===== src/rtl/arbitro_pkg.sv =====
// Shared types and constants for the round-robin output arbiter.
package arbitro_pkg;

  localparam int NUM_LANES = 4;
  localparam logic [2:0] IDX_TOTAL = 3'd4;

  typedef enum logic [1:0] {
    INIT   = 2'd0,
    IDLE   = 2'd1,
    ACTIVE = 2'd2
  } state_t;

endpackage


===== src/rtl/arbitro_salida_rr_if.sv =====
// Lane FIFO / egress / counter-readout bundle seen by the arbiter (slave) and its driver (master).
interface arbitro_salida_rr_if
  import arbitro_pkg::*;
#(
  parameter int TAMANO_DATOS = 12,
  parameter int CNT_W        = 5
);
  logic                    init;
  logic [TAMANO_DATOS-1:0] fifo_data0;
  logic [TAMANO_DATOS-1:0] fifo_data1;
  logic [TAMANO_DATOS-1:0] fifo_data2;
  logic [TAMANO_DATOS-1:0] fifo_data3;
  logic [NUM_LANES-1:0]    fifo_empty;
  logic                    dest_almost_full;
  logic [NUM_LANES-1:0]    pop;
  logic [TAMANO_DATOS-1:0] data_out;
  logic                    valid_out;
  logic                    req;
  logic [2:0]              idx;
  logic [CNT_W-1:0]        cnt_data;
  logic                    cnt_valid;

  modport slave (
    input  init, fifo_data0, fifo_data1, fifo_data2, fifo_data3, fifo_empty,
           dest_almost_full, req, idx,
    output pop, data_out, valid_out, cnt_data, cnt_valid
  );

  modport master (
    output init, fifo_data0, fifo_data1, fifo_data2, fifo_data3, fifo_empty,
           dest_almost_full, req, idx,
    input  pop, data_out, valid_out, cnt_data, cnt_valid
  );

endinterface


===== src/rtl/rr_sel.sv =====
// Combinational round-robin picker: first eligible lane scanning upward from rr_ptr.
module rr_sel
  import arbitro_pkg::*;
(
  input  logic [NUM_LANES-1:0] elig,
  input  logic [1:0]           rr_ptr,
  output logic [NUM_LANES-1:0] grant,
  output logic [1:0]           sel,
  output logic                 any
);

  logic [1:0] cand;

  // Scan from the farthest offset down so the closest eligible lane wins.
  always_comb begin
    grant = '0;
    sel   = rr_ptr;
    cand  = '0;
    any   = |elig;
    for (int k = NUM_LANES - 1; k >= 0; k--) begin
      cand = rr_ptr + 2'(k);
      if (elig[cand]) sel = cand;
    end
    if (any) grant[sel] = 1'b1;
  end

endmodule


===== src/rtl/arbitro_salida_rr.sv =====
// Round-robin merge of four lane FIFOs into one registered stream, with per-lane word counters.
module arbitro_salida_rr
  import arbitro_pkg::*;
#(
  parameter int TAMANO_DATOS = 12,
  parameter int CNT_W        = 5
) (
  input  logic clk,
  input  logic reset,
  arbitro_salida_rr_if.slave bus
);

  state_t                  state_q;
  state_t                  state_d;
  logic [1:0]              rr_ptr;
  logic [NUM_LANES-1:0]    grant;
  logic [1:0]              sel;
  logic                    any;
  logic                    pop_en;
  logic [NUM_LANES-1:0]    pop_c;

  logic                    vld_p0;
  logic [1:0]              sel_p0;
  logic                    vld_p1;
  logic [TAMANO_DATOS-1:0] data_p1;
  logic [TAMANO_DATOS-1:0] lane_word;

  logic [CNT_W-1:0]        lane_cnt [NUM_LANES];
  logic [CNT_W-1:0]        total_cnt;
  logic [CNT_W-1:0]        rd_word;
  logic [CNT_W-1:0]        cnt_data_q;
  logic                    cnt_valid_q;

  function automatic logic [CNT_W-1:0] cnt_inc(input logic [CNT_W-1:0] v);
    return v + CNT_W'(1);
  endfunction

  rr_sel u_rr_sel (
    .elig   (~bus.fifo_empty),
    .rr_ptr (rr_ptr),
    .grant  (grant),
    .sel    (sel),
    .any    (any)
  );

  // Granting depends on eligibility and gating, not on IDLE vs ACTIVE.
  always_comb begin
    state_d = state_q;
    pop_en  = (state_q != INIT) && !bus.init && !bus.dest_almost_full && any;
    pop_c   = '0;
    if (pop_en) pop_c = grant;
    case (state_q)
      INIT:    state_d = IDLE;
      IDLE:    if (any && !bus.dest_almost_full) state_d = ACTIVE;
      ACTIVE:  if (!pop_en) state_d = IDLE;
      default: state_d = INIT;
    endcase
    if (bus.init) state_d = INIT;
  end

  always_ff @(posedge clk or negedge reset) begin
    if (!reset) begin
      state_q <= INIT;
      rr_ptr  <= '0;
    end else begin
      state_q <= state_d;
      if (bus.init)    rr_ptr <= '0;
      else if (pop_en) rr_ptr <= sel + 2'd1;
    end
  end

  always_comb begin
    lane_word = '0;
    case (sel_p0)
      2'd0:    lane_word = bus.fifo_data0;
      2'd1:    lane_word = bus.fifo_data1;
      2'd2:    lane_word = bus.fifo_data2;
      default: lane_word = bus.fifo_data3;
    endcase
  end

  // p0: pop issued, FIFO presents the word next cycle.
  always_ff @(posedge clk or negedge reset) begin
    if (!reset) begin
      vld_p0 <= 1'b0;
      sel_p0 <= '0;
    end else begin
      vld_p0 <= pop_en;
      if (pop_en) sel_p0 <= sel;
    end
  end

  // p1: capture the popped word into the merged output register.
  always_ff @(posedge clk or negedge reset) begin
    if (!reset) begin
      vld_p1  <= 1'b0;
      data_p1 <= '0;
    end else begin
      vld_p1 <= vld_p0;
      if (vld_p0) data_p1 <= lane_word;
    end
  end

  always_ff @(posedge clk or negedge reset) begin
    if (!reset) begin
      for (int i = 0; i < NUM_LANES; i++) lane_cnt[i] <= '0;
      total_cnt <= '0;
    end else if (bus.init) begin
      for (int i = 0; i < NUM_LANES; i++) lane_cnt[i] <= '0;
      total_cnt <= '0;
    end else if (vld_p0) begin
      lane_cnt[sel_p0] <= cnt_inc(lane_cnt[sel_p0]);
      total_cnt        <= cnt_inc(total_cnt);
    end
  end

  always_comb begin
    rd_word = '0;
    if (bus.idx == IDX_TOTAL)     rd_word = total_cnt;
    else if (bus.idx < IDX_TOTAL) rd_word = lane_cnt[bus.idx[1:0]];
  end

  // Readout samples pre-edge counter values, so a coinciding increment is not seen.
  always_ff @(posedge clk or negedge reset) begin
    if (!reset) begin
      cnt_data_q  <= '0;
      cnt_valid_q <= 1'b0;
    end else begin
      cnt_valid_q <= bus.req;
      if (bus.req) cnt_data_q <= rd_word;
    end
  end

  assign bus.pop       = pop_c;
  assign bus.data_out  = data_p1;
  assign bus.valid_out = vld_p1;
  assign bus.cnt_data  = cnt_data_q;
  assign bus.cnt_valid = cnt_valid_q;

endmodule


===== src/flat_wrapper.sv =====
// flat-port wrapper written by rule: the top's interface ports become plain ports
module arbitro_salida_rr_flat import arbitro_pkg::*;
#(
  parameter int TAMANO_DATOS = 12,
  parameter int CNT_W        = 5
)
  (clk, reset, bus_init, bus_fifo_data0, bus_fifo_data1, bus_fifo_data2, bus_fifo_data3, bus_fifo_empty, bus_dest_almost_full, bus_req, bus_idx, bus_pop, bus_data_out, bus_valid_out, bus_cnt_data, bus_cnt_valid);
  arbitro_salida_rr_if #(.TAMANO_DATOS(TAMANO_DATOS), .CNT_W(CNT_W)) bus_i ();
  input  logic clk;
  input  logic reset;
  input wire logic [$bits(bus_i.init)-1:0] bus_init;
  input wire logic [$bits(bus_i.fifo_data0)-1:0] bus_fifo_data0;
  input wire logic [$bits(bus_i.fifo_data1)-1:0] bus_fifo_data1;
  input wire logic [$bits(bus_i.fifo_data2)-1:0] bus_fifo_data2;
  input wire logic [$bits(bus_i.fifo_data3)-1:0] bus_fifo_data3;
  input wire logic [$bits(bus_i.fifo_empty)-1:0] bus_fifo_empty;
  input wire logic [$bits(bus_i.dest_almost_full)-1:0] bus_dest_almost_full;
  input wire logic [$bits(bus_i.req)-1:0] bus_req;
  input wire logic [$bits(bus_i.idx)-1:0] bus_idx;
  output wire logic [$bits(bus_i.pop)-1:0] bus_pop;
  output wire logic [$bits(bus_i.data_out)-1:0] bus_data_out;
  output wire logic [$bits(bus_i.valid_out)-1:0] bus_valid_out;
  output wire logic [$bits(bus_i.cnt_data)-1:0] bus_cnt_data;
  output wire logic [$bits(bus_i.cnt_valid)-1:0] bus_cnt_valid;
  assign bus_i.init = bus_init;
  assign bus_i.fifo_data0 = bus_fifo_data0;
  assign bus_i.fifo_data1 = bus_fifo_data1;
  assign bus_i.fifo_data2 = bus_fifo_data2;
  assign bus_i.fifo_data3 = bus_fifo_data3;
  assign bus_i.fifo_empty = bus_fifo_empty;
  assign bus_i.dest_almost_full = bus_dest_almost_full;
  assign bus_i.req = bus_req;
  assign bus_i.idx = bus_idx;
  assign bus_pop = bus_i.pop;
  assign bus_data_out = bus_i.data_out;
  assign bus_valid_out = bus_i.valid_out;
  assign bus_cnt_data = bus_i.cnt_data;
  assign bus_cnt_valid = bus_i.cnt_valid;
  arbitro_salida_rr #(.TAMANO_DATOS(TAMANO_DATOS), .CNT_W(CNT_W)) u_core (.clk(clk), .reset(reset), .bus(bus_i));
endmodule

===== config.mk =====
export PLATFORM = sky130hd
export DESIGN_NAME = arbitro_salida_rr_flat
export DESIGN_NICKNAME = d
export VERILOG_FILES = /design/src/rtl/arbitro_pkg.sv /design/src/rtl/arbitro_salida_rr_if.sv /design/src/rtl/rr_sel.sv /design/src/rtl/arbitro_salida_rr.sv /design/src/flat_wrapper.sv
export SDC_FILE = /design/constraint.sdc
export NUM_CORES = 1
export LEC_CHECK = 0
export ABC_AREA = 1
export BUFFER_PORTS_ARGS = -buffer_cell sky130_fd_sc_hd__buf_2
export CAP_MARGIN = 20
export CELL_PAD_IN_SITES_DETAIL_PLACEMENT = 0
export CELL_PAD_IN_SITES_GLOBAL_PLACEMENT = 2
export CORE_ASPECT_RATIO = 0.8
export CORE_MARGIN = 8
export CORE_UTILIZATION = 30
export CTS_BUF_LIST = sky130_fd_sc_hd__clkbuf_16
export CTS_CLUSTER_SIZE = 14
export DETAILED_ROUTE_END_ITERATION = 12
export PLACE_DENSITY_LB_ADDON = 0.1
export SLEW_MARGIN = 20
export SYNTH_ARGS = -nofsm -noshare
export SYNTH_HDL_FRONTEND = slang
export SYNTH_HIERARCHICAL = 1
export SYNTH_SLANG_ARGS = --single-unit

===== constraint.sdc =====
create_clock -name clk -period 2.4 [get_ports clk]
set_input_delay 0.12 -clock clk [delete_from_list [all_inputs] [get_ports clk]]
set_output_delay 0.12 -clock clk [all_outputs]
set_load 0.005 [all_outputs]

==> out/summary.txt <==
power density over cell area: 798 nW/um^2
CP max stage cell: dfrtp_2
max cap viols: 0
worst-case clock buffer depth: 2
Final Max Tran Viols: 0
CP Class: reg2out
die area: 13700 um^2
Peak VDD IR: 0.399 mV
Chip Width: 129 um
First-pass DRT Iterations: 4
Fin Setup TNS: 0 ps
TritonCTS clock tree: built
largest family of logic cells by synthesized area: simple AND/OR/NAND/NOR gates
Starting Density: 30.4%
number of global-route vias before repair: 3150
Hold Crit Class: in2reg
post-CTS setup buffers: 0
Reg-to-Reg End: u_core/lane_cnt[17]
drc violations: 0
initial antenna violation count: 0
worst-margin pin slew: 626 ps
crit-path max FO: 12
gr ovfl total: 0
r2r worst-path depth: 6
Final Non-Filler Cells: 664
Critical path buffers and inverters: 5
CP endpoint kind: primary output
Initial DRC Count: 182
Final WS setup: 317 ps
routed wire length: 9550 um
clock sinks: 51
Reg clk slew, reported paths: 70 ps
post-DP HPWL: 7450 um
slew margin rel.: 58.2%
hold path depth: 1
H-tree levels: 2
Max Clk Rate: 0.480 GHz
hold worst-path end: u_core/bus.cnt_valid
GRT Overall Usage: 14.5%
vias per inst: 4.63
core footprint: 10100 um^2
IO Count: 83
layout overhead on the synthesized area: 23.9%
worst slack, placed: 506 ps
outcome: finished, final reports clean
adder-cell share of the synthesized area: 0.818%
Post-Synth XOR/XNOR Area: 0.286%
total CTS buffers: 5
largest stage delay on the critical path: 490 ps
Fin. Hold Viols: 0
Synth Area in Compound Gates: 14.0%
Critical Path RT: 2280 ps
CP cell instances: inv_2 > nand2_1 > nand3_1 > nand2_1 > inv_1 > nand3_1 > nand2_2 > inv_1 > nor2_1 > inv_1 > nor2_1 > buf_2
DR WL/cell: 14.4 um
cells after synthesis: 439
dpl cell area: 3610 um^2
gpl congestion: 0.776
Vias: 3075
Cells after DPL: 655
ys async rst share: 100%
# port buffers: 82
Hold Slack: 49.0 ps
Layout Skew: 5.64 ps
min Tclk post-route: 2080 ps
worst r2r src: u_core/sel_p0[1]
Mean Syn Cell Area: 6.97 um^2
Post-synth EDFFs: 0
first-pass GRT wire length: 16000 um
Synth Register Bits: 51
Synth cell types: 28
Crit path max-delay family: simple AND/OR/NAND/NOR gates
ANT cells: 0
Final Instance Area: 3790 um^2
flop-to-flop setup slack: 600 ps
Final setup viols: 0
die span in y: 106 um
RSZ-0062 raised after global routing: no
nets: 585
hold path start: bus_req
root buffer cell: clkbuf_16
Leakage: 1.96 nW
Synth Area in Simple Gates: 33.8%
syn nets: 501
Pwr Total: 3.03 mW
antenna-violating nets left: 0
CP Data Arrival Time: 1960 ps
layout cells sized above 1: 23.3%
final core occ: 37.6%
post-synthesis mux area share: 0%
CP startpoint kind: flop
final worst-path cycle share: 86.8%
largest net degree at the start of global routing: 23
sequential element share of the synthesized area: 41.7%
row count: 33
Yosys Warn Count: 6
worst skew pair latency: 290 ps
Mapped Area: 3060 um^2
Main synth FF type: dfrtp_1
Most Frequent Cell on Critical Path: inv_1
-- routing by layer --
layer	vias up	GRT usage [%]	routed length (um)
met4	0	3.43	43
met3	2	3.40	559
li1	1596	-	-
met5	-	0	0
met1	1400	20.1	4860
met2	77	22.2	4090
-- flip-flops by register name, indices dropped and copies added (netlist names) --
name                  cells
u_core/lane_cnt          20
u_core/total_cnt          5
u_core/state_q            2
u_core/vld_p0             1
u_core/sel_p0             2
u_core/rr_ptr             2
u_core/bus.cnt_valid      1
u_core/bus.data_out      12
u_core/bus.cnt_data       5
u_core/bus.valid_out      1
-- layout make-up --
type | instances | area [um^2]
fill | 1138 | 6280
multi-input combinational | 324 | 1500
sequential | 51 | 1280
timing repair buffer | 93 | 495
inverter | 48 | 180
tap | 140 | 175
clock buffer | 5 | 125
clock inverter | 3 | 42.5
-- Yosys cell counts (3+ instances only) --
library cell / instances / share of area (%)
nand2_2: 7 / 1.4
nand2_1: 155 / 19
buf_2: 8 / 1.3
inv_2: 6 / 0.74
o21ai_1: 11 / 1.8
o22ai_1: 9 / 1.8
a31oi_1: 16 / 3.3
buf_6: 5 / 1.8
nand3_2: 3 / 0.98
a21oi_1: 11 / 1.8
nand4_1: 3 / 0.61
o21ai_0: 24 / 3.9
nor2_1: 33 / 4.0
dfrtp_1: 51 / 42
inv_1: 42 / 5.2
nand3_1: 37 / 6.1
-- logic make-up after synthesis --
group                    Yosys count
AO/OA/AOI/OAI                     76
XOR/XNOR                           1
adder cells (fa/ha/maj)            2
buffers and inverters             64
flip-flops                        51
AND/OR/NAND/NOR                  245
-- power by group --
group	switching (mW)	internal [mW]	leakage (nW)
Clock	0.326	0.493	0.0818
Combinational	0.699	0.415	1.21
Sequential	0.105	0.990	0.671
-- cells in the final DEF (no fill, tap or decap), types with 3 or more instances in the layout --
cell	instances
a21oi_1	11
a31oi_1	16
buf_2	82
buf_4	10
clkbuf_16	5
dfrtp_1	50
inv_1	41
inv_2	7
nand2_1	155
nand2_2	7
nand3_1	37
nand3_2	3
nand4_1	3
nor2_1	33
o21ai_0	24
o21ai_1	11
o22ai_1	9
-- timing repair --
action,CTS,global route
gates resized for setup,0,2
hold buffers,1,0
endpoints found under the setup margin,0,3
hold endpoints to repair,15,0
-- worst reg2reg max path: stages (launching register included) --
cell	delay [ps]
dfrtp_1	500
buf_4	240
nor2_4	370
nand2_1	130
nor2_1	200
inv_1	110
o21ai_0	180
-- worst max-delay path by stage --
stage | startpoint | endpoint | slack, ps | depth (start not counted)
after floorplan | u_core/sel_p0[0] | u_core/lane_cnt[14] | 920 | 10
after global placement | u_core/rr_ptr[0] | u_core/rr_ptr[0] | 510 | 12
after detailed placement | u_core/rr_ptr[0] | bus_pop[2] | 510 | 12
after CTS | u_core/rr_ptr[0] | bus_pop[2] | 170 | 12
after global routing | u_core/rr_ptr[0] | bus_pop[3] | 80 | 12
final | u_core/rr_ptr[0] | bus_pop[2] | 320 | 12
No activity file was read; power rests on OpenSTA's default activity.
